File: config.mk
export PLATFORM = sky130hd
export DESIGN_NAME = alsu_operand_issue_stage
export DESIGN_NICKNAME = d
export VERILOG_FILES = /design/src/rtl/alsu_operand_issue_stage.sv
export SDC_FILE = /design/constraint.sdc
export NUM_CORES = 1
export LEC_CHECK = 0
export BUFFER_PORTS_ARGS = -buffer_cell sky130_fd_sc_hd__buf_2
export CAP_MARGIN = 20
export CORE_ASPECT_RATIO = 1.5
export CORE_UTILIZATION = 35
export DETAILED_ROUTE_END_ITERATION = 8
export GPL_TIMING_DRIVEN = 0
export PLACE_DENSITY = 0.67
export SYNTH_ARGS = -nofsm -noshare
export SYNTH_HDL_FRONTEND = slang
export SYNTH_SLANG_ARGS = --single-unit
export TNS_END_PERCENT = 10
File: constraint.sdc
create_clock -name clk -period 1.97 [get_ports clk]
set_input_delay 0.0985 -clock clk [delete_from_list [all_inputs] [get_ports clk]]
set_output_delay 0.0985 -clock clk [all_outputs]
set_load 0.02 [all_outputs]
File: src/rtl/alsu_operand_issue_stage.sv
// rtl/alsu_operand_issue_stage.sv - registered operand issue stage feeding the ALSU functional-unit groups
// Buffers legal {a, b, group, sel} requests in a small FIFO; illegal opcodes are consumed and counted.
module alsu_operand_issue_stage #(
    parameter int W     = 4,
    parameter int DEPTH = 2,
    parameter int CNT_W = 8
) (
    input  logic             clk,
    input  logic             rst,
    input  logic             in_valid,
    output logic             in_ready,
    input  logic [W-1:0]     in_a,
    input  logic [W-1:0]     in_b,
    input  logic [5:0]       in_op,
    output logic             out_valid,
    input  logic             out_ready,
    output logic [W-1:0]     out_a,
    output logic [W-1:0]     out_b,
    output logic [3:0]       out_group,
    output logic [1:0]       out_sel,
    output logic             err_illegal,
    output logic [CNT_W-1:0] illegal_cnt
);

    localparam int PW = (DEPTH > 1) ? $clog2(DEPTH) : 1;
    localparam int CW = $clog2(DEPTH + 1);

    logic [W-1:0]  mem_a   [DEPTH];
    logic [W-1:0]  mem_b   [DEPTH];
    logic [3:0]    mem_grp [DEPTH];
    logic [1:0]    mem_sel [DEPTH];

    logic [PW-1:0] wr_ptr;
    logic [PW-1:0] rd_ptr;
    logic [CW-1:0] count;

    logic illegal;
    logic accept;
    logic push;
    logic pop;

    // in_ready depends only on registered occupancy, so a pop never frees a slot in the same cycle
    assign in_ready  = (count != CW'(DEPTH));
    assign out_valid = (count != '0);
    assign illegal   = (in_op >= 6'd40);
    assign accept    = in_valid & in_ready;
    assign push      = accept & ~illegal;
    assign pop       = out_valid & out_ready;

    always_ff @(posedge clk) begin
        if (push) begin
            mem_a[wr_ptr]   <= in_a;
            mem_b[wr_ptr]   <= in_b;
            mem_grp[wr_ptr] <= in_op[5:2];
            mem_sel[wr_ptr] <= in_op[1:0];
        end
    end

    always_ff @(posedge clk) begin
        if (rst) begin
            wr_ptr      <= '0;
            rd_ptr      <= '0;
            count       <= '0;
            err_illegal <= 1'b0;
            illegal_cnt <= '0;
        end else begin
            if (push) begin
                wr_ptr <= wr_ptr + PW'(1);
            end
            if (pop) begin
                rd_ptr <= rd_ptr + PW'(1);
            end
            case ({push, pop})
                2'b10:   count <= count + CW'(1);
                2'b01:   count <= count - CW'(1);
                default: count <= count;
            endcase
            err_illegal <= accept & illegal;
            if (accept && illegal && (illegal_cnt != '1)) begin
                illegal_cnt <= illegal_cnt + CNT_W'(1);
            end
        end
    end

    // Idle outputs are held at zero so downstream groups never see stale operands
    assign out_a     = out_valid ? mem_a[rd_ptr]   : '0;
    assign out_b     = out_valid ? mem_b[rd_ptr]   : '0;
    assign out_group = out_valid ? mem_grp[rd_ptr] : '0;
    assign out_sel   = out_valid ? mem_sel[rd_ptr] : '0;

endmodule

==> impl_metrics.toml, run 1 <==
[logic_synthesis]
syn_area_um2 = 1708
avgSynthCellArea_um2 = 12.47
synth_flop_cell = "edfxtp_1"
synth_seq_cells = 42
synth.distinct_cells = 28
synth_top_area_cell = "edfxtp_1"
synth_edf_count = 28
synth_warnings = 0
synth.top_cell.area_share_pct = 49.23
syn_nets = 157
seq_area_frac_synth_pct = 65.64
synthCells = 137
netlist_top_cells_area = "edfxtp_1 (49%), dfxtp_1 (16%), mux2i_1 (10%)"
async_flop_share_pct = 0

[layout]
syn2layout_area_growth_pct = 32.01
final_cell_mix = "buf_2 (43), edfxtp_1 (28), nor2_1 (26)"
layout_commonest_cell = "buf_2"
utilization_pct = 48.83
nets = 220
fill_cells = 432
insertedDiodeCount = 0
multi_input_area_um2 = 554.3
seq_area_um2 = 1121
drive_gt1_share_pct = 28.36

[setup_path]
cp-end-kind = "primary output"
cp_cell_sequence = "clkbuf_1 > buf_2 > mux2i_1 > nor2_1 > buf_2"
worstPathArrival_ns = 1.76
crit_top_cell = "buf_2"
crit_path_start_kind = "flip-flop"
path_max_fanout = 10
max_stage_delay_ns = 0.38
required_ns = 1.87
critPathSlowestCell = "buf_2"
crit_family = "buffers and inverters"
critPathBufInv = 3
r2r-start = "count[0]"
crit_type = "flip-flop to primary output"

[drt]
dr.pass1.iters = 4
detail_route.vias_per_cell = 4.668
totalWireLength_mm = 3.228
drtAntennaViolNets = 0
via_count = 1237
drt-initial-drc-count = 25
drc_errors = 0
avgRoutedWirePerCell_um = 12.18

[grt]
grt_pass1_wl_mm = 5.078
grt_max_degree = 14
overflow = 0
antenna_found_initial = 0
grt_usage_pct = 13.44
grt_pass1_vias = 1204

[job]
drv_cap = 0

[worst_hold_path]
hp-class = "input port to flip-flop"
worstHoldStart = "in_op[5]"

[cts]
clockBufferDepth = 2
cts_sinks = 42
cts_tree = "built"
numCtsBuffers = 5
path_clk_slew_ns = 0.08
root_buffer = "clkbuf_8"
post_cts_buffers = 0
h-tree-depth = 2
clk_latency_ns = 0.29

[die]
start_util_pct = 36.99
fp.dieArea_um2 = 5169
ios = 43
die_y_um = 87.56
rows = 30
die_x_um = 59.04
core_um2 = 4617

[power]
p_per_area_nw_per_um2 = 1155
leakagePower_nw = 0.8579
fin_total_pwr_mw = 2.605
vdd_drop_max_uv = 421.3

[placed_design]
hpwl_mm = 2.241
portBuffers = 42
gp_congestion = 0.7516

[sta]
relSlewSlack_pct = 68.25
max_freq_ghz = 0.5387
hold_viol_final = 0
min_period_ns = 1.856
setup_viol = 0
worst_pin_slew_ns = 0.4719
final_max_slew_viol_count = 0
timing.final.crit_share_pct = 94.23
rsz0062_at_grt = "no"
skew_ns = 0.003779
whs_ns = 0.01579

[outcome]
status = "finished, final reports clean"
==> cell usage after synthesis, drive strengths merged, types with 2 or more instances <==
cell type	instances
mux2i	17
nor2	27
inv	4
dfxtp	14
o21ai	4
nand4	2
ha	2
nand3	3
clkbuf	5
or3	2
or4	2
o31ai	2
nor4	2
xnor2	3
a21oi	5
nand2b	2
nor2b	3
edfxtp	28
nand2	4
==> repair_timing <==
item,in CTS,in global routing
endpoints found under the hold margin,24,0
endpoints found under the setup margin,10,3
hold buffers,12,0
gates resized for setup,1,2
==> kinds of logic after synthesis <==
family          Yosys count  share of synthesized area [%]
flops                    42                          65.64
mux                      18                          10.62
buf+inv                   9                          2.050
fa+ha+maj                 2                          1.465
compound gates           13                          4.542
xor+xnor                  4                          2.052
simple gates             49                          13.63
==> per-stage QoR <==
step / setup WS, ns / cell area [um^2] / setup TNS (ns) / std cells
floorplan: 0.1152 / 1708 / 0 / 137
global placement: -0.2686 / 1998 / -7.473 / 243
detailed placement: 0.1054 / 2021 / 0 / 245
CTS: 0.06578 / 2252 / 0 / 265
global route: 0.009019 / 2255 / 0 / 265
finish: 0.1136 / 2255 / 0 / 265
==> power breakdown <==
part           switching (mW)  internal, mW  leakage (nW)
registers              0.0454          1.04         0.372
clock network           0.288         0.378        0.0514
logic                   0.534         0.319         0.434
==> layout make-up <==
| type | count | area share [%] |
|---|---|---|
| plain buffers | 5 | 0.9434 |
| clock buffers | 6 | 3.219 |
| clock inverters | 2 | 1.665 |
| inverters | 4 | 0.6659 |
| multi-input cells | 86 | 24.58 |
| flip-flops and latches | 42 | 49.72 |
| well taps | 64 | 3.552 |
| repair buffers | 56 | 15.65 |
==> flip-flops by register name, summed over array words and instances (netlist names), named ones only <==
name / flops
count: 2
err_illegal: 1
illegal_cnt: 8
mem_a: 8
mem_b: 8
mem_grp: 8
mem_sel: 4
rd_ptr: 1
wr_ptr: 1
==> final timing paths <==
kind	cells past startpoint	endpoint	slack, ns
max reg2reg	5	illegal_cnt[7]	0.18
min reg2reg	2	illegal_cnt[1]	0.52
min	1	mem_grp[1][3]	0.02
max	5	out_group[0]	0.11
==> metal layers <==
layer	GRT usage, %	wire (um)	up-vias
li1	-	-	618
met1	11.37	1243	573
met2	26.86	1738	41
met3	4.136	191	5
met4	6.494	55	0
met5	0	0	-
==> worst register-to-register path, stage by stage, from the launching register on <==
cell,delay [ns]
dfxtp_1,0.43
nor2b_2,0.09
or3b_1,0.37
clkbuf_2,0.17
or4_1,0.51
a21oi_1,0.14
(Power assumes the default switching activity.)
==> run 2, diff against run 1 <==
--- a/config.mk
+++ b/config.mk
@@ -11,6 +11,7 @@
 export CORE_UTILIZATION = 35
 export DETAILED_ROUTE_END_ITERATION = 8
 export GPL_TIMING_DRIVEN = 0
+export MAX_ROUTING_LAYER = met4
 export PLACE_DENSITY = 0.67
 export SYNTH_ARGS = -nofsm -noshare
 export SYNTH_HDL_FRONTEND = slang
==> run 2 against run 1 <==
  * Register-to-register slack about the same
  * Final cell count unchanged
  * First-iteration DRC count decreased by 20%
  * Critical path type unchanged
  * Utilization unchanged
  * Non-clock buffer count unchanged
  * Sequential share of layout area unchanged
  * Wire length about the same
  * Clock-buffer cell count unchanged
  * Combinational power about the same
  * Critical endpoint unchanged
  * Clock skew increased by 0.00061 ns
  * Power about the same
==> impl_metrics.toml, run 2 (synthesized netlist as in run 1, its figures left out) <==
[outcome]
status = "finished, final reports clean"

[power]
leakagePower_nw = 0.8579
internal_power_mw = 1.737
p_comb_share_pct = 32.7
pwr-share-seq_pct = 41.7
vdd_drop_max_uv = 421.3
p_sw_share_pct = 33.31
clock_power_share_pct = 25.6
p_sw_mw = 0.8677
p_per_area_nw_per_um2 = 1155

[die]
ios = 43
rows = 30
core_um2 = 4617
fp.dieArea_um2 = 5169
start_util_pct = 36.99
die_y_um = 87.56
die_x_um = 59.04

[setup_path]
cp-end-kind = "primary output"
path_max_fanout = 10
cp_cell_sequence = "clkbuf_1 > buf_2 > mux2i_1 > nor2_1 > buf_2"
crit_type = "flip-flop to primary output"
required_ns = 1.87
crit_top_cell = "buf_2"
max_stage_delay_ns = 0.38
worstPathArrival_ns = 1.76
critPathSlowestCell = "buf_2"
crit_path_start_kind = "flip-flop"

[placed_design]
hpwl_mm = 2.241
post-place-ws_ns = 0.1054
gp_congestion = 0.7613
portBuffers = 42

[layout]
insertedDiodeCount = 0
nets = 220
fill_cells = 432
layout_commonest_cell = "buf_2"
final_cell_mix = "buf_2 (43), edfxtp_1 (28), nor2_1 (26)"
syn2layout_area_growth_pct = 32.01
drive_gt1_share_pct = 28.36

[drt]
via_count = 1234
totalWireLength_mm = 3.230
avgRoutedWirePerCell_um = 12.19
drc_errors = 0
drt-initial-drc-count = 20
drtAntennaViolNets = 0
detail_route.vias_per_cell = 4.657
dr.pass1.iters = 3

[sta]
relSlewSlack_pct = 68.25
rsz0062_at_grt = "no"
timing.final.ws_setup_ns = 0.1125
min_period_ns = 1.857
worst_pin_slew_ns = 0.4719
final_max_slew_viol_count = 0
skew_ns = 0.004386
setup_viol = 0
max_freq_ghz = 0.5384
hold_viol_final = 0
timing.final.crit_share_pct = 94.29
whs_ns = 0.01490

[grt]
grt_max_degree = 14
grt_pass1_vias = 1203
grt_usage_pct = 13.88
grt_pass1_wl_mm = 5.099
antenna_found_initial = 0
overflow = 0

[cts]
post_cts_buffers = 0
path_clk_slew_ns = 0.08
numCtsBuffers = 5
h-tree-depth = 2
root_buffer = "clkbuf_8"
cts_tree = "built"
clk_latency_ns = 0.29
clockBufferDepth = 2
cts_sinks = 42

[worst_hold_path]
hp-class = "input port to flip-flop"

[job]
drv_cap = 0
## run 2: cell counts in the layout (fill, tap and decap cells not counted)
Identical to the previous run, type by type.
## run 2: metrics by stage
| step | setup TNS (ns) | cell area, um^2 | util (%) | power, mW | cells |
|---|---|---|---|---|---|
| finish | 0 | 2255 | 48.83 | 2.605 | 265 |
| global route | 0 | 2255 | 48.83 | 2.743 | 265 |
| CTS | 0 | 2252 | 48.78 | 2.625 | 265 |
| detailed placement | 0 | 2021 | 43.77 | 1.945 | 245 |
| global placement | -7.473 | 1998 | 43.28 | 1.922 | 243 |
| floorplan | 0 | 1708 | - | 1.680 | 137 |
## run 2: path summary, 6_finish.rpt
| path | startpoint | endpoint | slack, ns | cells after the start |
|---|---|---|---|---|
| hold / removal | in_op[5] | mem_grp[1][3] | 0.01 | 1 |
| setup reg to reg | count[0] | illegal_cnt[7] | 0.18 | 5 |
| setup / recovery | flip-flop | out_group[0] | 0.11 | 5 |
| hold reg to reg | illegal_cnt[1] | illegal_cnt[1] | 0.52 | 2 |
## run 2: cell type report
type / instances / area (um^2) / area share (%)
buffer: 5 / 21.27 / 0.9434
inverter: 4 / 15.01 / 0.6659
timing repair buffer: 56 / 352.8 / 15.65
tap: 64 / 80.08 / 3.552
multi-input combinational: 86 / 554.3 / 24.58
clock buffer: 6 / 72.57 / 3.219
clock inverter: 2 / 37.54 / 1.665
sequential: 42 / 1121 / 49.72
## run 2: timing repair
action | in CTS | in global routing
gates resized for setup | 1 | 2
hold buffers | 12 | 0
pin swaps | 0 | 0
setup endpoints to repair | 10 | 3
hold endpoints to repair | 24 | 0
## run 2: layer usage
layer / part of all wire [%] / global-route usage, %
met1: 39 / 11.47
met3: 5.4 / 4.136
met2: 54 / 26.86
met4: 1.8 / 6.494
met5: 0 / -
## run 2: power by group through the flow
stage	clock, mW	sequential (mW)	combinational, mW
final	0.666	1.09	0.853
after global routing	0.713	1.10	0.934
after CTS	0.679	1.08	0.862
after detailed placement	0	1.10	0.842
after global placement	0	1.10	0.822
after floorplan	0	1.10	0.580
## run 2: critical path, delay by kind of cell, from the launching register on
| kind | cells | cell delay [ns] |
|---|---|---|
| buffers and inverters | 3 | 0.83 |
| flip-flops | 1 | 0.31 |
| multiplexers | 1 | 0.26 |
| AND/OR/NAND/NOR | 1 | 0.07 |
